$ cat config.mk
export PLATFORM = sky130hd
export DESIGN_NAME = zy_seg_scanner_flat
export DESIGN_NICKNAME = d
export VERILOG_FILES = /design/src/rtl/zy_seg_scanner_if.sv /design/src/rtl/zy_seg_scanner.sv /design/src/flat_wrapper.sv
export SDC_FILE = /design/constraint.sdc
export NUM_CORES = 1
export LEC_CHECK = 0
export CELL_PAD_IN_SITES_DETAIL_PLACEMENT = 1
export CELL_PAD_IN_SITES_GLOBAL_PLACEMENT = 1
export CORE_MARGIN = 2
export CORE_UTILIZATION = 42
export CTS_BUF_LIST = sky130_fd_sc_hd__clkbuf_4 sky130_fd_sc_hd__clkbuf_8
export CTS_CLUSTER_DIAMETER = 40
export DETAILED_ROUTE_END_ITERATION = 8
export PLACE_DENSITY = 0.85
export SETUP_SLACK_MARGIN = 0.5
export SLEW_MARGIN = 20
export SYNTH_ARGS = -nofsm -noshare
export SYNTH_HDL_FRONTEND = slang
export SYNTH_SLANG_ARGS = --single-unit
export TNS_END_PERCENT = 5
$ cat constraint.sdc
create_clock -name clock -period 1.9 [get_ports clock]
set_input_delay 0.57 -clock clock [delete_from_list [all_inputs] [get_ports clock]]
set_output_delay 0.57 -clock clock [all_outputs]
set_load 0.01 [all_outputs]
$ cat src/rtl/zy_seg_scanner_if.sv
// Host-side bundle of the segment scanner: write controls,
// scan-rate select and the display drive outputs.
interface zy_seg_scanner_if #(
  parameter int NUM_DIGITS = 4,
  parameter int SEG_W      = 7,
  parameter int RATE_W     = 5
);
  logic                  rw;
  logic                  sel;
  logic [3:0]            pin_in;
  logic [RATE_W-1:0]     rate;
  logic [SEG_W-1:0]      seg_out;
  logic [NUM_DIGITS-1:0] dig_en;
  logic                  mode_o;
  logic                  pulse_o;

  modport master (
    output rw, sel, pin_in, rate,
    input  seg_out, dig_en, mode_o, pulse_o
  );

  modport slave (
    input  rw, sel, pin_in, rate,
    output seg_out, dig_en, mode_o, pulse_o
  );
endinterface

$ cat src/rtl/zy_seg_scanner.sv
// Multi-digit segment store with nibble-wise write mode and
// a prescaled, rate-selectable multiplexed display scanner.
module zy_seg_scanner #(
  parameter int NUM_DIGITS = 4,
  parameter int SEG_W      = 7,
  parameter int PRESCALE_W = 9,
  parameter int RATE_W     = 5
) (
  input logic             clock,
  input logic             reset,
  zy_seg_scanner_if.slave bus
);
  localparam int PW = (NUM_DIGITS > 1) ? $clog2(NUM_DIGITS) : 1;

  if (SEG_W < 5 || SEG_W > 8 || NUM_DIGITS < 2) begin : g_bad_cfg
    $error("zy_seg_scanner: unsupported SEG_W or NUM_DIGITS");
  end

  typedef enum logic [1:0] {INIT, SCAN, WLO, WHI} state_t;

  state_t                state;
  state_t                state_nx;
  logic [PW-1:0]         ptr;
  logic [PW-1:0]         ptr_nx;
  logic [PW-1:0]         ptr_inc;
  logic [SEG_W-1:0]      mem [NUM_DIGITS];
  logic [PRESCALE_W-1:0] presc;
  logic [RATE_W-1:0]     rate_cnt;
  logic                  pulse;
  logic                  tick;
  logic                  hit;
  logic                  wr_lo;
  logic                  wr_hi;

  assign tick    = (presc == '0);
  assign hit     = tick && (rate_cnt == bus.rate);
  assign ptr_inc = (ptr == PW'(NUM_DIGITS - 1)) ? '0 : ptr + 1'b1;

  always_comb begin
    state_nx = state;
    ptr_nx   = ptr;
    wr_lo    = 1'b0;
    wr_hi    = 1'b0;
    unique case (state)
      INIT: begin
        if (bus.rw) begin
          state_nx = WLO;
          ptr_nx   = '0;
        end else begin
          state_nx = SCAN;
        end
      end
      SCAN: begin
        // entering write mode beats a coincident scan pulse
        if (bus.rw) begin
          state_nx = WLO;
          ptr_nx   = '0;
        end else if (pulse) begin
          ptr_nx = ptr_inc;
        end
      end
      WLO: begin
        if (!bus.rw)     state_nx = SCAN;
        else if (bus.sel) state_nx = WHI;
        else             wr_lo = 1'b1;
      end
      WHI: begin
        if (!bus.rw) begin
          state_nx = SCAN;
        end else if (bus.sel) begin
          wr_hi = 1'b1;
        end else begin
          ptr_nx   = ptr_inc;
          state_nx = WLO;
        end
      end
      default: state_nx = INIT;
    endcase
  end

  always_ff @(posedge clock) begin
    if (reset) begin
      state    <= INIT;
      ptr      <= '0;
      presc    <= '0;
      rate_cnt <= '0;
      pulse    <= 1'b0;
      for (int i = 0; i < NUM_DIGITS; i++)
        mem[i] <= '0;
    end else begin
      state <= state_nx;
      ptr   <= ptr_nx;
      presc <= presc + 1'b1;
      pulse <= hit;
      // lowering rate below rate_cnt simply wraps the counter
      if (hit)       rate_cnt <= '0;
      else if (tick) rate_cnt <= rate_cnt + 1'b1;
      if (wr_lo)
        mem[ptr][3:0] <= bus.pin_in;
      if (wr_hi)
        mem[ptr][SEG_W-1:4] <= bus.pin_in[SEG_W-5:0];
    end
  end

  assign bus.seg_out = mem[ptr];
  assign bus.dig_en  = NUM_DIGITS'(1) << ptr;
  assign bus.mode_o  = (state == WLO) || (state == WHI);
  assign bus.pulse_o = pulse;
endmodule

$ cat src/flat_wrapper.sv
// flat-port wrapper written by rule: the top's interface ports become plain ports
module zy_seg_scanner_flat 
#(
  parameter int NUM_DIGITS = 4,
  parameter int SEG_W      = 7,
  parameter int PRESCALE_W = 9,
  parameter int RATE_W     = 5
)
  (clock, reset, bus_rw, bus_sel, bus_pin_in, bus_rate, bus_seg_out, bus_dig_en, bus_mode_o, bus_pulse_o);
  zy_seg_scanner_if #(.NUM_DIGITS(NUM_DIGITS), .SEG_W(SEG_W), .RATE_W(RATE_W)) bus_i ();
  input logic clock;
  input logic reset;
  input wire logic [$bits(bus_i.rw)-1:0] bus_rw;
  input wire logic [$bits(bus_i.sel)-1:0] bus_sel;
  input wire logic [$bits(bus_i.pin_in)-1:0] bus_pin_in;
  input wire logic [$bits(bus_i.rate)-1:0] bus_rate;
  output wire logic [$bits(bus_i.seg_out)-1:0] bus_seg_out;
  output wire logic [$bits(bus_i.dig_en)-1:0] bus_dig_en;
  output wire logic [$bits(bus_i.mode_o)-1:0] bus_mode_o;
  output wire logic [$bits(bus_i.pulse_o)-1:0] bus_pulse_o;
  assign bus_i.rw = bus_rw;
  assign bus_i.sel = bus_sel;
  assign bus_i.pin_in = bus_pin_in;
  assign bus_i.rate = bus_rate;
  assign bus_seg_out = bus_i.seg_out;
  assign bus_dig_en = bus_i.dig_en;
  assign bus_mode_o = bus_i.mode_o;
  assign bus_pulse_o = bus_i.pulse_o;
  zy_seg_scanner #(.NUM_DIGITS(NUM_DIGITS), .SEG_W(SEG_W), .PRESCALE_W(PRESCALE_W), .RATE_W(RATE_W)) u_core (.clock(clock), .reset(reset), .bus(bus_i));
endmodule
# After elaboration in Yosys (flattened, before gate mapping)
# Memories as Yosys holds them, arrays and structs flattened. A register that Yosys moved wholly into a read port is not among the register bits.
# Cells that the tools add are included.
[word_totals]
mem_bits_ro = 0
latch_bits = 0
n_memories = 1
output_inout_bits = 13
reg_bits = 19
ramBits = 28
[memory_table]
columns = ["name", "words", "word_bits", "rd", "rd_clocked_by_memory_dff", "write_ports", "line", "rtl"]
rows = [
  ["u_core.mem", 4, 7, 1, 1, 4, "zy_seg_scanner.sv:26", "logic [SEG_W-1:0] mem [NUM_DIGITS];"],
]
[op_classes]
reduce_logical = 9
div = 0
multipliers = 0
magnitude_cmp = 0
eq_ne = 12
bitwise_logic = 0
muxes = 33
n_addsub = 3
n_shift = 1
[op_table]
columns = ["cell", "count"]
rows = [
  ["2-bit 2-to-1 mux", 16],
  ["1-bit 2-to-1 mux", 14],
  ["9-bit by 1-bit adder with 9-bit output, second input constant", 1],
  ["9-bit logical NOT", 1],
  ["2-bit inequality test, second input constant", 4],
  ["2-bit case mux with 4 select lines", 1],
  ["7-bit 2-to-1 mux", 1],
  ["7-bit OR reduction", 1],
  ["2-bit equality test, second input constant", 3],
  ["3-bit inequality test, second input constant", 2],
  ["2-bit case mux with 3 select lines", 1],
  ["5-bit by 1-bit adder with 5-bit output, second input constant", 1],
  ["5-bit equality test", 1],
  ["5-bit AND reduction", 1],
  ["1-bit by 2-bit << shifter with 4-bit output, first input constant", 1],
  ["3-bit by 2-bit inequality test with 1-bit output, second input constant", 1],
  ["3-bit AND reduction", 1],
  ["3-bit nonzero test", 1],
  ["2-bit by 1-bit adder with 2-bit output, second input constant", 1],
  ["2-bit by 1-bit equality test with 1-bit output, second input constant", 1],
  ["2-bit logical NOT", 1],
  ["2-bit OR reduction", 1],
  ["1-bit logical AND", 1],
  ["1-bit logical OR", 1],
]

# Depth between registers and ports, before layout
# Gate-level depths: netlist (run 1).
[logic_depth]
ltp_word = 8
depth_mapped = 6

# Least setup slack after synthesis (run 1)
# No wires, ideal clock.
[synth_path]
path_type = "register -> register"
from = "register u_core.presc[0]"
to = "register u_core.rate_cnt[3]"
stages_incl_launch_ff = 7
arrival_ps = 1814
synth_period_minus_slack_ps = 1900
n_path_buf = 1
t_required_ps = 1814
slack_ps = 0
path_cell_list = "dfxtp_1 inv_1 ha_1 or4b_4 buf_6 or4_4 a221oi_2"
[synth_via]
elab_chain_cells = 3
[synth_rtl]
columns = ["item", "line", "rtl"]
rows = [
  ["start, declared", "zy_seg_scanner.sv:27", "logic [PRESCALE_W-1:0] presc;"],
  ["start signal, assigned", "zy_seg_scanner.sv:93", "presc <= presc + 1'b1;"],
  ["9-bit logical NOT (*)", "zy_seg_scanner.sv:35", "assign tick = (presc == '0);"],
  ["1-bit logical AND", "zy_seg_scanner.sv:36", "assign hit = tick && (rate_cnt == bus.rate);"],
  ["2-bit OR reduction (no line)", "-", ""],
  ["end signal, assigned", "zy_seg_scanner.sv:97", "else if (tick) rate_cnt <= rate_cnt + 1'b1;"],
  ["end, declared", "zy_seg_scanner.sv:28", "logic [RATE_W-1:0] rate_cnt;"],
]
# Mark *: on every way between the ends. The rest lies on a longest branch, timed or not.
# A chain may end at the register's enable or synchronous reset.

==> impl_metrics.tcl, run 1 <==
set metrics [dict create \
    final_cell_mix "edfxtp_1 (28), buf_6 (26), buf_4 (20), nor2_4 (16), dfxtp_1 (10)" \
    synth-compound-area-share_pct 8.718 \
    vias_per_cell 5.626 \
    avgSynthCellArea_um2 11.21 \
    netlist_area_um2 2411 \
    ir_worst_vdd_uv 364.7 \
    post_synth_mux_area_share_pct 7.836 \
    synth_top_family_by_area "simple AND/OR/NAND/NOR gates" \
    cellLeakagePower_nw 1.318 \
    status "finished, violations left" \
    slew_violations 0 \
    cts_tree "built" \
    hp-class "reg -> reg" \
    drt_iter0_markers 87 \
    die_h_um 79.77 \
    slew_headroom_pct 62.75 \
    critPathRequiredTime_ns 1.33 \
    core_area_um2 5540 \
    critPathKind "reg -> out" \
    start_util_pct 43.52 \
    cp_max_fo 7 \
    skew_ns 0.008923 \
    synth_top_cell_by_area "edfxtp_1" \
    port-buffer-count 25 \
    antenna_cells 0 \
    finalHoldViolations 0 \
    antenna_left 0 \
    dp.cells 342 \
    setup_viol 7 \
    core.rowCount 27 \
    final_common_cell "edfxtp_1" \
    postCtsSetupRepairBufs 0 \
    nets 301 \
    dp_slack_ns -0.3768 \
    seq_area_frac_synth_pct 52.31 \
    die_w_um 79.77 \
    async_flop_share_pct 0 \
    syn_nets 239 \
    antenna_found_initial 0 \
    instances_no_fill 350 \
    synth_enable_flop_cells 28 \
    power_density_nw_per_um2 613.7 \
    drt_pass1_iterations 4 \
    clk_latency_ns 0.31 \
    clkTransAtPathRegs_ns 0.09 \
    fmax_mhz 494.8 \
    wl_per_cell_um 22.76 \
    area_growth_pct 53.87 \
    end_kind "primary output" \
    yosysTopAreaCellShare_pct 34.87 \
    yosysWarningCount 0 \
    hold_buffers 0 \
    cts_buffers 5 \
    grt_pass1_vias 2197 \
    rsz0062_at_grt "yes" \
    synthXorXnorAreaFrac_pct 2.906 \
    synthTopCellsByArea "edfxtp_1 (35%), dfxtp_1 (17%), mux4_2 (6.5%), ha_1 (5.7%), nor2_1 (4.5%)" \
    ys_types 41 \
    max_cap_violations 0 \
    netlist_instances 215 \
    worst_pin_slew_ns 0.5563 \
    grt_pass1_wl_um 11020 \
    power_mw 2.277 \
    drt-total-wl_um 7965 \
    ys_ff_latch 49 \
    cts-root-buf "clkbuf_8" \
    htreeDepth 2 \
    start_kind "register" \
    holdWs_ns 0.5282 \
    synthAdderAreaFrac_pct 5.708 \
    gr-usage-all-layers_pct 22.80 \
    grt_overflow 0 \
    fin_tns_setup_ns -0.7856 \
    ioPinCount 26 \
    hpwl_um 4593 \
    synth-main-ff-cell "edfxtp_1" \
    violations "negative setup slack" \
    fin_crit_sh_pct 106.4 \
    die_area_um2 6362 \
    grt_max_degree 17 \
    cp.arrival_ns 1.45 \
    drc_errors 0 \
    place.gp.congestion 0.8263 \
    synth-simple-area-share_pct 18.01 \
    vias 1969 \
    cts.sinks 49 \
    layout_setup_ws_ns -0.1211 \
    clockBufferDepth 2 \
    period_minus_slack_ns 2.021 \
    drive_above_1_share_pct 59.35 \
]
==> synth_stat cells, types with 5 or more instances <==
master    number
o31ai_1        6
inv_1         17
o21ai_0        6
nor2_1        29
nand2_1       18
edfxtp_1      28
ha_1          11
xor2_1         7
clkbuf_1       5
nor2b_1        6
nand3_1       10
dfxtp_1       21
mux4_2         7
==> report_power, final <==
part           internal (mW)  leakage, nW  switching (mW)
combinational          0.226        0.808           0.219
clock                  0.262       0.0445           0.380
sequential              1.16        0.466          0.0332
total                   1.64         1.32           0.632
==> routing by layer <==
metal,track usage (%),part of all wire (%),vias to the layer above
met5,0,0,-
met4,7.288,2.9,0
met3,4.412,1.7,18
met2,44.12,56,35
met1,24.67,39,1008
li1,-,-,908
==> area by class of cell <==
cell class / count / area, um^2
Clock inverter: 3 / 21.27
Inverter: 17 / 75.07
Tap cell: 72 / 90.09
Fill cell: 553 / 1831
Clock buffer: 5 / 68.82
Sequential cell: 49 / 1285
Timing Repair Buffer: 63 / 614.3
Multi-Input combinational cell: 141 / 1555
==> per-stage QoR <==
stage / instance area [um^2] / utilization, %
6_report: 3710 / 66.96
5_1_grt: 3710 / 66.96
4_1_cts: 3309 / 59.73
3_5_place_dp: 3038 / 54.83
3_3_place_gp: 3038 / 54.83
2_1_floorplan: 2455 / -
==> kinds of logic (layout without fill, tap and decap cells) <==
group	Yosys count	after routing
fa+ha+maj	11	11
buf+inv	25	88
mux	10	10
simple gates	83	83
compound gates	29	29
xor+xnor	8	8
flops	49	49
==> flip-flops by register name, summed over array words and instances, names as in the netlist, named ones only <==
name,count
u_core.mem,28
u_core.ptr,2
u_core.bus.pulse_o,1
u_core.presc,9
u_core.rate_cnt,5
u_core.state,2
==> timing repair <==
item,CTS,global route
setup endpoints to repair,83,81
resized for setup,132,94
gates cloned,0,0
pin swaps,30,58
==> critical path, stage by stage, from the launching register on <==
cell and delay, ns:
dfxtp_2 0.36, buf_12 0.13, mux4_2 0.49, buf_2 0.16
==> final timing paths <==
check / cells past startpoint / slack (ns) / endpoint / start
worst max-delay path: 3 / -0.12 / bus_seg_out[2] / register
worst min-delay path: 2 / 0.53 / u_core.presc[0] / u_core.presc[0]
worst max register to register: 5 / 0.04 / u_core.rate_cnt[3] / u_core.presc[0]
worst min register to register: 2 / 0.53 / u_core.presc[0] / u_core.presc[0]
(Power assumes the default switching activity.)
==> inputs of run 2 (changes only) <==
--- a/config.mk
+++ b/config.mk
@@ -10,7 +10,6 @@
 export CORE_MARGIN = 2
 export CORE_UTILIZATION = 42
 export CTS_BUF_LIST = sky130_fd_sc_hd__clkbuf_4 sky130_fd_sc_hd__clkbuf_8
-export CTS_CLUSTER_DIAMETER = 40
 export DETAILED_ROUTE_END_ITERATION = 8
 export PLACE_DENSITY = 0.85
 export SETUP_SLACK_MARGIN = 0.5
==> results of run 2 <==
Same layout as run 1: the final DEF is identical, and so are final timing and power.
==> inputs of run 3 (changes only) <==
--- a/config.mk
+++ b/config.mk
@@ -7,11 +7,10 @@
 export LEC_CHECK = 0
 export CELL_PAD_IN_SITES_DETAIL_PLACEMENT = 1
 export CELL_PAD_IN_SITES_GLOBAL_PLACEMENT = 1
-export CORE_MARGIN = 2
-export CORE_UTILIZATION = 42
+export CORE_UTILIZATION = 40
 export CTS_BUF_LIST = sky130_fd_sc_hd__clkbuf_4 sky130_fd_sc_hd__clkbuf_8
 export DETAILED_ROUTE_END_ITERATION = 8
-export PLACE_DENSITY = 0.85
+export PLACE_DENSITY = 0.82
 export SETUP_SLACK_MARGIN = 0.5
 export SLEW_MARGIN = 20
 export SYNTH_ARGS = -nofsm -noshare
==> impl_metrics.tcl, run 3 (synthesis results as in run 1) <==
set metrics [dict create \
    place.gp.congestion 0.8323 \
    layout_setup_ws_ns -0.1190 \
    critPathKind "reg -> out" \
    hp-class "reg -> reg" \
    cts-root-buf "clkbuf_8" \
    cp_max_fo 7 \
    worst_pin_slew_ns 0.5504 \
    die_area_um2 6342 \
    ioPinCount 26 \
    hpwl_um 4718 \
    dp.cells 342 \
    final_common_cell "buf_4" \
    holdWs_ns 0.5321 \
    largest_reg_flops 28 \
    fillers 567 \
    status "finished, violations left" \
    postLayoutCoreUtil_pct 61.74 \
    fmax_mhz 495.3 \
    htreeDepth 2 \
    period_minus_slack_ns 2.019 \
    vias 1909 \
    start_kind "register" \
    fin_crit_sh_pct 106.3 \
    clkTransAtPathRegs_ns 0.10 \
    ir_worst_vdd_uv 326.4 \
    final_cell_mix "buf_4 (29), edfxtp_1 (28), nor2_1 (23), buf_6 (18), inv_1 (12)" \
    postCtsSetupRepairBufs 0 \
    drt_iter0_markers 125 \
    setup_viol 9 \
    regMostFlops "u_core.mem" \
    area_growth_pct 44.47 \
    rsz0062_at_grt "yes" \
    vias_per_cell 5.454 \
    nets 301 \
    skew_ns 0.006864 \
    die_h_um 79.64 \
    wl_per_cell_um 20.60 \
    antenna_cells 0 \
    drive_above_1_share_pct 49.28 \
    critPathRequiredTime_ns 1.33 \
    grt_overflow 0 \
    instances_no_fill 350 \
    core_area_um2 5642 \
    ff2ff_setup_slack_ns -0.01 \
    violations "negative setup slack" \
    grt_max_degree 18 \
    grt_pass1_wl_um 11030 \
    cts_buffers 5 \
    fin_tns_setup_ns -0.7987 \
    clockBufferDepth 2 \
    power_density_nw_per_um2 639.8 \
    start_util_pct 42.74 \
    antenna_found_initial 0 \
    end_kind "primary output" \
    cts.sinks 49 \
    die_w_um 79.64 \
    largestRegisters "u_core.mem (28), u_core.presc (9), u_core.rate_cnt (5)" \
    grt_pass1_vias 2097 \
    finalHoldViolations 0 \
    power_mw 2.229 \
    max_cap_violations 0 \
    cp.arrival_ns 1.45 \
    drt-total-wl_um 7210 \
    clk_latency_ns 0.31 \
    slew_headroom_pct 63.10 \
    antenna_left 0 \
    reg2reg_from "u_core.presc[0]" \
    port-buffer-count 25 \
    core.rowCount 27 \
    cts_tree "built" \
    drt_pass1_iterations 4 \
    cp-endpoint "bus_seg_out[0]" \
    cellLeakagePower_nw 1.255 \
    gr-usage-all-layers_pct 23.92 \
    reg2reg_depth 5 \
    slew_violations 0 \
    drc_errors 0 \
    r2r-end "u_core.rate_cnt[2]" \
]
## run 3: cell count changes in the layout (fill, tap and decap cells not counted), sizes merged
cell	change
clkinv	-1
inv	+1
## run 3: how the worst min path moves through the flow
stage,from,endpoint,slack (ns),depth (start not counted)
finish,u_core.rate_cnt[4],u_core.rate_cnt[4],0.53,2
global route,u_core.presc[8],u_core.presc[8],0.55,2
CTS,u_core.presc[8],u_core.presc[8],0.51,2
detailed placement,u_core.presc[8],u_core.presc[8],0.49,2
global placement,u_core.presc[8],u_core.presc[8],0.48,2
floorplan,u_core.presc[0],u_core.presc[0],0.42,1
## run 3: layout make-up
type	instances	area (um^2)	share of cell area (%)
clock buffers	5	68.82	1.976
inverters	17	68.82	1.976
multi-input cells	141	1363	39.12
well taps	72	90.09	2.586
repair buffers	63	588.1	16.88
clock inverters	3	26.28	0.7543
flip-flops and latches	49	1279	36.71
## run 3: repair_timing
item                       in CTS  in global routing
resized for setup             127                 36
setup endpoints to repair      83                 82
pin swaps                      33                 21
hold buffers                    0                  0
## run 3: power by group
part           switching, mW  leakage (nW)  internal [mW]
sequential            0.0302         0.465           1.16
clock                  0.390        0.0423          0.269
combinational          0.192         0.749          0.192
total                  0.612          1.26           1.62
## run 3: worst max-delay path, stage by stage (launching register included)
cell and delay [ns]:
dfxtp_2 0.36, buf_12 0.13, mux4_2 0.51, buf_6 0.14
## run 3: metal layers
metal  vias to the layer above  wire (um)  global-route usage [%]
li1                        895          -                       -
met1                       969       2832                   26.30
met2                        33       4083                   45.73
met3                        12        165                   3.886
met4                         0        129                   8.182
met5                         -          0                       0
## run 3: per-stage QoR
stage                     setup slack [ns]  area, um^2
final                              -0.1190        3483
after global routing               -0.1597        3483
after CTS                          -0.1222        3339
after detailed placement           -0.3783        3038
after global placement             -0.3351        3038
after floorplan                    0.05109        2455
